==> src/rtl/ram_pattern_sequencer_pkg.sv <==
// Shared packing and pattern helpers for the RAM wrapper command word.
// Imported by the sequencer and by the RAM wrapper's bench.
package ram_pattern_sequencer_pkg;

  typedef enum logic [2:0] {
    IDLE  = 3'd0,
    WRITE = 3'd1,
    READ  = 3'd2,
    DRAIN = 3'd3,
    DONE  = 3'd4
  } seq_state_e;

  localparam int CMD_W           = 32;
  localparam int CMD_WE_BIT      = 0;
  localparam int CMD_ADDR_LSB    = 1;
  localparam int CMD_ADDR_W      = 6;
  localparam int CMD_PAYLOAD_LSB = 7;
  localparam int CMD_PAYLOAD_W   = CMD_W - CMD_PAYLOAD_LSB;

  typedef struct packed {
    logic                  valid;
    logic [CMD_W-1:0]      word;
    logic [CMD_ADDR_W-1:0] addr;
  } expect_t;

  // The written command doubles as the expected read value.
  function automatic logic [CMD_W-1:0] patternWord(input logic [CMD_PAYLOAD_W-1:0] seed,
                                                   input logic [CMD_ADDR_W-1:0] addr);
    logic [CMD_W-1:0] w;
    w = '0;
    w[CMD_WE_BIT] = 1'b1;
    w[CMD_ADDR_LSB +: CMD_ADDR_W] = addr;
    w[CMD_PAYLOAD_LSB +: CMD_PAYLOAD_W] = seed ^ {19'd0, ~addr};
    return w;
  endfunction

  function automatic logic [CMD_W-1:0] readCmd(input logic [CMD_ADDR_W-1:0] addr);
    logic [CMD_W-1:0] w;
    w = '0;
    w[CMD_ADDR_LSB +: CMD_ADDR_W] = addr;
    return w;
  endfunction

endpackage

==> src/rtl/ram_pattern_sequencer_expect_pipe.sv <==
// Expected-value delay line matching the RAM wrapper's read latency.
// The tail lines up with the read data returned for the pushed entry.
module expect_pipe
  import ram_pattern_sequencer_pkg::*;
#(
  parameter int DEPTH = 2
) (
  input  logic    clk,
  input  logic    rst,
  input  expect_t entry_i,
  output expect_t tail_o
);

  expect_t stage_q [DEPTH];

  always_ff @(posedge clk) begin
    if (rst) begin
      for (int i = 0; i < DEPTH; i++) stage_q[i] <= '0;
    end else begin
      stage_q[0] <= entry_i;
      for (int i = 1; i < DEPTH; i++) stage_q[i] <= stage_q[i-1];
    end
  end

  assign tail_o = stage_q[DEPTH-1];

endmodule

==> src/rtl/ram_pattern_sequencer.sv <==
// Writes a seeded pattern to all 64 RAM locations, reads them back and
// reports pass/fail, error count and the first failing address.
module ram_pattern_sequencer
  import ram_pattern_sequencer_pkg::*;
#(
  parameter logic [24:0] SEED   = 25'h0A55A5A,
  parameter int          RD_LAT = 2
) (
  input  logic        clk,
  input  logic        rst,
  input  logic        start,
  output logic [31:0] mem_cmd,
  input  logic [31:0] mem_rdata,
  output logic        busy,
  output logic        done,
  output logic        pass,
  output logic [6:0]  err_count,
  output logic [5:0]  first_err_addr
);

  seq_state_e  state_q, state_d;
  logic [5:0]  addr_q, addr_d;
  logic [2:0]  drain_q, drain_d;
  logic [6:0]  err_q, err_d;
  logic [5:0]  ferr_q, ferr_d;
  logic [31:0] cmd_q, cmd_d;
  logic        busy_q, done_q, pass_q;
  logic        mismatch;
  expect_t     entry, tail;

  assign entry.valid = (state_q == READ);
  assign entry.word  = patternWord(SEED, addr_q);
  assign entry.addr  = addr_q;

  expect_pipe #(.DEPTH(RD_LAT)) u_expect_pipe (
    .clk     (clk),
    .rst     (rst),
    .entry_i (entry),
    .tail_o  (tail)
  );

  assign mismatch = tail.valid && (mem_rdata != tail.word);

  // State and addr always describe the command currently on mem_cmd.
  always_comb begin
    state_d = state_q;
    addr_d  = addr_q;
    drain_d = drain_q;
    err_d   = err_q;
    ferr_d  = ferr_q;
    if (mismatch) begin
      if (err_q != 7'd64) err_d = err_q + 7'd1;
      if (err_q == 7'd0)  ferr_d = tail.addr;
    end
    case (state_q)
      IDLE, DONE: begin
        if (start) begin
          state_d = WRITE;
          addr_d  = 6'd0;
          err_d   = 7'd0;
          ferr_d  = 6'd0;
        end
      end
      WRITE: begin
        addr_d = addr_q + 6'd1;
        if (addr_q == 6'd63) state_d = READ;
      end
      READ: begin
        addr_d = addr_q + 6'd1;
        if (addr_q == 6'd63) begin
          state_d = DRAIN;
          drain_d = 3'd0;
        end
      end
      DRAIN: begin
        drain_d = drain_q + 3'd1;
        if (drain_q == 3'(RD_LAT - 1)) state_d = DONE;
      end
      default: state_d = IDLE;
    endcase
    case (state_d)
      WRITE:   cmd_d = patternWord(SEED, addr_d);
      READ:    cmd_d = readCmd(addr_d);
      default: cmd_d = readCmd(6'd0);
    endcase
  end

  always_ff @(posedge clk) begin
    if (rst) begin
      state_q <= IDLE;
      addr_q  <= '0;
      drain_q <= '0;
      err_q   <= '0;
      ferr_q  <= '0;
      cmd_q   <= '0;
      busy_q  <= 1'b0;
      done_q  <= 1'b0;
      pass_q  <= 1'b0;
    end else begin
      state_q <= state_d;
      addr_q  <= addr_d;
      drain_q <= drain_d;
      err_q   <= err_d;
      ferr_q  <= ferr_d;
      cmd_q   <= cmd_d;
      busy_q  <= (state_d == WRITE) || (state_d == READ) || (state_d == DRAIN);
      done_q  <= (state_d == DONE);
      pass_q  <= (state_d == DONE) && (err_d == 7'd0);
    end
  end

  assign mem_cmd        = cmd_q;
  assign busy           = busy_q;
  assign done           = done_q;
  assign pass           = pass_q;
  assign err_count      = err_q;
  assign first_err_addr = ferr_q;

endmodule

==> config.mk <==
export PLATFORM = sky130hd
export DESIGN_NAME = ram_pattern_sequencer
export DESIGN_NICKNAME = d
export VERILOG_FILES = /design/src/rtl/ram_pattern_sequencer_pkg.sv /design/src/rtl/ram_pattern_sequencer_expect_pipe.sv /design/src/rtl/ram_pattern_sequencer.sv
export SDC_FILE = /design/constraint.sdc
export NUM_CORES = 1
export LEC_CHECK = 0
export CORE_UTILIZATION = 42
export CTS_CLUSTER_SIZE = 12
export DETAILED_ROUTE_END_ITERATION = 12
export GPL_TIMING_DRIVEN = 0
export PLACE_DENSITY = 0.82
export SLEW_MARGIN = 0
export SYNTH_ARGS = -nofsm -noshare
export SYNTH_HDL_FRONTEND = slang
export SYNTH_SLANG_ARGS = --single-unit
==> constraint.sdc <==
create_clock -name clk -period 2.1 [get_ports clk]
set_clock_uncertainty 0.1 [all_clocks]
set_input_delay 0.315 -clock clk [delete_from_list [all_inputs] [get_ports clk]]
set_output_delay 0.315 -clock clk [all_outputs]
set_load 0.02 [all_outputs]
## Word level (Yosys, flattened, before mapping)

Memories as Yosys holds them, arrays and structs flattened.
Index checks and enable logic that the tools add are counted.

| operators by class | value |
|---|---|
| add/subtract/negate cells | 3 |
| reductions and logical operators | 11 |
| muxes and demuxes | 23 |
| bitwise operators | 6 |
| eq/ne operators | 13 |

Operators with widths:

| kind | number |
|---|---|
| two-way mux 39 bit | 2 |
| case mux 31 bit (2 select lines) | 1 |
| inequality test 32 bit | 1 |
| two-way mux 6 bit | 5 |
| two-way mux 7 bit | 4 |
| inverter 3 -> 12 bit | 2 |
| two-way mux 3 bit | 5 |
| zero test 7 bit | 2 |
| equality test 3 x 2 -> 1 bit (second input constant) | 4 |
| inverter 6 bit | 2 |
| case mux 3 bit (4 select lines) | 1 |
| case mux 6 bit (2 select lines) | 1 |
| equality test 3 x 1 -> 1 bit (second input constant) | 3 |
| adder 7 x 1 -> 7 bit (second input constant) | 1 |
| inequality test 7 bit (second input constant) | 1 |
| adder 6 x 1 -> 6 bit (second input constant) | 1 |
| equality test 3 bit (second input constant) | 2 |
| equality test 6 bit (second input constant) | 1 |
| case mux 3 bit (2 select lines) | 1 |
| OR reduction 2 bit | 2 |
| adder 3 x 1 -> 3 bit (second input constant) | 1 |
| zero test 3 bit | 1 |
| two-way mux 1 bit | 3 |
| logical AND 1 bit | 2 |
| 5 further kinds | 7 |

| word-level totals | value |
|---|---|
| memory bits (writable) | 78 |
| memories | 1 |
| output and inout bits | 48 |
| flip-flop bits (word level) | 60 |
| logic and storage cells | 66 |

Memory list:

| memory | words | width | read ports | clocked after Yosys merged registers in | wr ports | RTL line | source |
|---|---|---|---|---|---|---|---|
| u_expect_pipe.stage_q | 2 | 39 | 2 | 0 | 2 | ram_pattern_sequencer_expect_pipe.sv:14 | `expect_t stage_q [DEPTH];` |

## Depth between registers and ports, before layout

An unclocked memory read counts as a cell.

| logic depth | value |
|---|---|
| word-level depth | 8 |
| mapped depth | 8 |

## By module

A second synthesis with hierarchy kept.

| second synthesis, totals | value |
|---|---|
| cell total of the unflattened synthesis | 473 |
| area, all modules | 4714.5 um2 |

Modules (own cells, without submodules):

| module | cells each | instances | area an instance (um2) |
|---|---|---|---|
| expect_pipe | 203 | 1 | 2397.3 |
| ram_pattern_sequencer | 270 | 1 | 2317.2 |

## Least setup slack after synthesis

Ideal clock, no wire load.

| path | value |
|---|---|
| kind | reg-to-reg |
| start | reg err_q[0], in the netlist err_count[0] |
| end | reg pass_q, in the netlist pass |
| stages on the path, launching flop included | 9 |
| buffers on the path | 0 |
| setup time | 103 ps |
| path slack | -272 ps |
| data arrival time | 2168 ps |
| data required time | 1897 ps |
| cells stage by stage | dfxtp_1 inv_1 ha_1 or4b_1 nor3b_2 o22ai_1 a21o_1 a221o_1 a2111oi_2 |

| between the ends | value |
|---|---|
| cells in the longest elaborated chain, start to end | 7 |
| elaborated cells on any way between the ends | 8 |

Ends and longest elaborated chain:

| what | RTL line | source |
|---|---|---|
| start: declaration | ram_pattern_sequencer.sv:24 | `logic [6:0] err_q, err_d;` |
| start signal: assignment | ram_pattern_sequencer.sv:103 | `err_q <= err_d;` |
| adder 7 x 1 -> 7 bit / inequality test 7 bit (equally long branches) | ram_pattern_sequencer.sv:52 | `if (err_q != 7'd64) err_d = err_q + 7'd1;` |
| two-way mux 7 bit | ram_pattern_sequencer.sv:52 |  |
| two-way mux 7 bit (*) | ram_pattern_sequencer.sv:51 | `if (mismatch) begin` |
| two-way mux 7 bit | ram_pattern_sequencer.sv:57 | `if (start) begin` |
| two-way mux 7 bit (*) | ram_pattern_sequencer.sv:55 | `case (state_q)` |
| zero test 7 bit (*) | ram_pattern_sequencer.sv:108 | `pass_q <= (state_d == DONE) && (err_d == 7'd0);` |
| logical AND 1 bit (*) | ram_pattern_sequencer.sv:108 |  |
| end signal: assignment | ram_pattern_sequencer.sv:108 |  |
| end: declaration | ram_pattern_sequencer.sv:27 | `logic busy_q, done_q, pass_q;` |

Mark *: on every way between the ends. The rest lies on a longest branch, timed or not.
A chain may end at the register's enable or synchronous reset.

==> summary.md <==
### STA
* **final worst-path cycle share** 109.5%
* **hold_ws** 0.3321 ns
* **actual slew at the worst max-slew pin** 0.5356 ns
* **setup repair after global routing missed its margin** true
* **Setup Viol. Count Final** 10
* **maximum clock frequency** 0.4347 GHz
* **worst setup slack after layout** -0.2002 ns
* **hold violation total from the final report** 0
* **max-slew violation total from the final report** 0
* **Rel. slew slack** 64.29%
* **setup tns final** -0.6966 ns
* **clock period minus worst slack** 2.300 ns

### Critical path
* **data arrival time of the critical path** 2.44 ns
* **maximum fanout along the worst path** 6
* **critical path required time** 2.24 ns
* **setup slack of the worst register-to-register path** -0.20 ns
* **family with the most delay on the worst path** simple AND/OR/NAND/NOR gates
* **CP max stage cell** sky130_fd_sc_hd__or4_4
* **Bufs and invs on worst path** 0
* **endpoint kind of the worst setup timing path** register
* **type of the worst setup path** register to register
* **Worst Setup Start Kind** register
* **cell-by-cell listing of the critical path** or4_4 -> a22oi_2 -> nand4_4 -> or2_4 -> a221o_1 -> a2111oi_4
* **peak per-stage delay on the critical path** 0.42 ns

### Power
* **leakage dissipation** 0.001627 uW
* **Power per Cell Area** 602.6 nW/um^2
* **maximum resistive drop on vdd** 0.0004447 V

### Synth
* **Post-Syn Instances** 293
* **EDFF count, synth** 0
* **most area-hungry cell type in the Yosys netlist** sky130_fd_sc_hd__dfxtp_1
* **number of warning messages in the yosys log** 0
* **most used standard cell by instance count after synthesis** sky130_fd_sc_hd__dfxtp_1
* **synth cell count leaders** 63 x sky130_fd_sc_hd__dfxtp_1, 43 x sky130_fd_sc_hd__nor2_1, 21 x sky130_fd_sc_hd__nor2b_1
* **area of the mapped netlist** 2710 sq um
* **Post-Syn Area per Cell** 9.249 sq um
* **Area contributors post-synth** sky130_fd_sc_hd__dfxtp_1 47%, sky130_fd_sc_hd__nor2_1 6.0%, sky130_fd_sc_hd__buf_4 5.3%
* **count of state elements after synthesis** 63
* **Yosys top cell area share** 46.54%
* **Top FF cell, synth** sky130_fd_sc_hd__dfxtp_1
* **proportion of synthesized flip-flops having asynchronous set or reset** 0%
* **sequential-to-total area share from yosys stat** 46.54%
* **distinct cell type count after synthesis** 45

### Layout
* **Post-Layout Cell Count** 474
* **count of antenna diodes in the layout** 0
* **sequential cell area in the final layout** 1270 sq um
* **area of all placed cells without fillers** 3928 sq um
* **final-stage net count** 436
* **combined area of the multi-input logic cells** 1398 sq um
* **fraction of layout cells with a size suffix above 1** 17.29%
* **fill cell instance count of the final layout** 513
* **Final Util** 64.80%
* **area delta synth->final** 44.92%

### GRT
* **total global-route track usage** 19.14%
* **maximum number of pins on one net before global-route repair** 11
* **GRT Residual Overflow** 0
* **number of global-route vias before repair** 2216
* **antenna violations before repair** 0
* **first-pass GRT wire length** 9597 um

### Route
* **drt pass-1 iters** 4
* **violation count after the first detailed-route iteration** 83
* **total number of vias** 2329
* **Total Wirelength** 6182 um
* **Avg WL per Cell** 13.04 um
* **DRC violation count after routing** 0
* **Antenna Violating Nets Remaining** 0
* **number of vias per cell after detailed routing** 4.914

### Clock network
* **CTS Hold Buffers Added** 0
* **clock latency on the worst-skew pair** 0.34 ns
* **Max clock buf depth** 2
* **Clock Tree Root** sky130_fd_sc_hd__clkbuf_8
* **CTS tree** built
* **CTS H-tree lvls** 3
* **number of CTS-inserted buffers** 9
* **CTS clk-pin slew, worst paths** 0.06 ns
* **Clock Sink Count** 63

### Floorplanning
* **initial core utilization** 44.72%
* **number of top-level pins** 83
* **die width** 82.33 um
* **row cnt** 28
* **vertical die dimension** 82.33 um
* **overall die area** 6778 sq um
* **core outline area** 6061 sq um

### Status
* **status** finished with violations
* **violations in the final reports** setup timing

### Run
* **max-capacitance violation count** 0

### Placed design
* **number of buffers added on ports** 72
* **final estimated routing congestion in global placement** 0.8419
* **total placed instance area** 3578 sq um
* **HPWL after detailed placement** 4364 um
* **instance count after placement with tap cells included** 449

### Hold path
* **hold crit path type** register to register

==> cell type report <==
class	instances	area share (%)
multi-input cells	205	35.58
flip-flops and latches	63	32.34
repair buffers	83	20.93
plain buffers	27	4.396
clock buffers	12	3.441
well taps	75	2.389
inverters	7	0.6690
clock inverters	2	0.2549
==> logic make-up after synthesis <==
| logic type | count (synthesis) | share of synthesized area, % |
|---|---|---|
| fa+ha+maj | 5 | 2.308 |
| compound gates | 36 | 9.279 |
| xor+xnor | 17 | 5.494 |
| simple gates | 127 | 25.16 |
| other cells | 1 | 0.1384 |
| mux | 10 | 3.740 |
| flops | 63 | 46.54 |
| buf+inv | 34 | 7.341 |
==> worst paths after layout <==
check                                                        startpoint                                      end  cells past startpoint
worst max-delay path            u_expect_pipe.stage_q[0][75]$_SDFF_PP0_                          pass$_SDFF_PP0_                      6
worst min register to register  u_expect_pipe.stage_q[0][11]$_SDFF_PP0_  u_expect_pipe.stage_q[0][56]$_SDFF_PP0_                      1
worst min-delay path            u_expect_pipe.stage_q[0][11]$_SDFF_PP0_  u_expect_pipe.stage_q[0][56]$_SDFF_PP0_                      1
worst max register to register  u_expect_pipe.stage_q[0][75]$_SDFF_PP0_                          pass$_SDFF_PP0_                      6
==> where the power goes <==
group / internal, uW / switching [uW] / total, uW
logic: 161 / 154 / 315
registers: 1220 / 16.5 / 1240
clock network: 411 / 404 / 815
total: 1790 / 574 / 2370
==> registers in the layout (all words and copies together), names as in the netlist <==
signal / count
done: 1
addr_q: 6
first_err_addr: 6
err_count: 7
drain_q: 3
state_q: 3
u_expect_pipe.stage_q: 22
pass: 1
busy: 1
mem_cmd: 13
==> layer usage <==
metal,vias to the layer above,global-route usage (%),share of wire [%]
li1,1179,-,-
met1,1053,21.02,41
met2,86,31.57,49
met3,11,9.560,8.7
met4,0,7.193,1.2
met5,-,0,0
==> layout by cell type (no fill, tap or decap), types with 3 or more instances in the layout <==
cell type,Yosys,routed
sky130_fd_sc_hd__o21ai_0,6,3
sky130_fd_sc_hd__conb_1,1,10
sky130_fd_sc_hd__nor2_1,43,42
sky130_fd_sc_hd__dfxtp_1,63,60
sky130_fd_sc_hd__clkdlybuf4s50_1,0,65
sky130_fd_sc_hd__buf_4,19,25
sky130_fd_sc_hd__and3_1,7,7
sky130_fd_sc_hd__buf_6,0,4
sky130_fd_sc_hd__xor2_1,12,12
sky130_fd_sc_hd__nand2b_1,4,4
sky130_fd_sc_hd__xnor2_1,5,5
sky130_fd_sc_hd__nand2_1,8,8
sky130_fd_sc_hd__nand3_1,3,3
sky130_fd_sc_hd__or4_4,0,3
sky130_fd_sc_hd__clkbuf_8,0,9
sky130_fd_sc_hd__a22oi_1,4,3
sky130_fd_sc_hd__o211ai_1,3,3
sky130_fd_sc_hd__nand4_1,3,3
sky130_fd_sc_hd__nor4_2,0,3
sky130_fd_sc_hd__dlygate4sd2_1,0,7
sky130_fd_sc_hd__inv_1,7,5
sky130_fd_sc_hd__mux2i_1,9,9
sky130_fd_sc_hd__and2_1,3,3
sky130_fd_sc_hd__nor3_1,15,14
sky130_fd_sc_hd__nor2b_1,21,20
sky130_fd_sc_hd__a21oi_1,9,9
sky130_fd_sc_hd__clkbuf_1,8,11
sky130_fd_sc_hd__ha_1,5,5
==> metrics by stage <==
step,power [uW],worst slack (ns)
floorplan,1425,-0.1050
global placement,1562,-0.6840
detailed placement,1568,-0.7056
CTS,2382,-0.1905
global route,2471,-0.2665
finish,2367,-0.2002
==> timing repair <==
| item | in CTS | in global routing |
|---|---|---|
| gates resized for setup | 23 | 13 |
| setup buffers | 11 | 1 |
| pin swaps | 12 | 8 |
| setup endpoints to repair | 12 | 15 |
(Power assumes the default switching activity.)
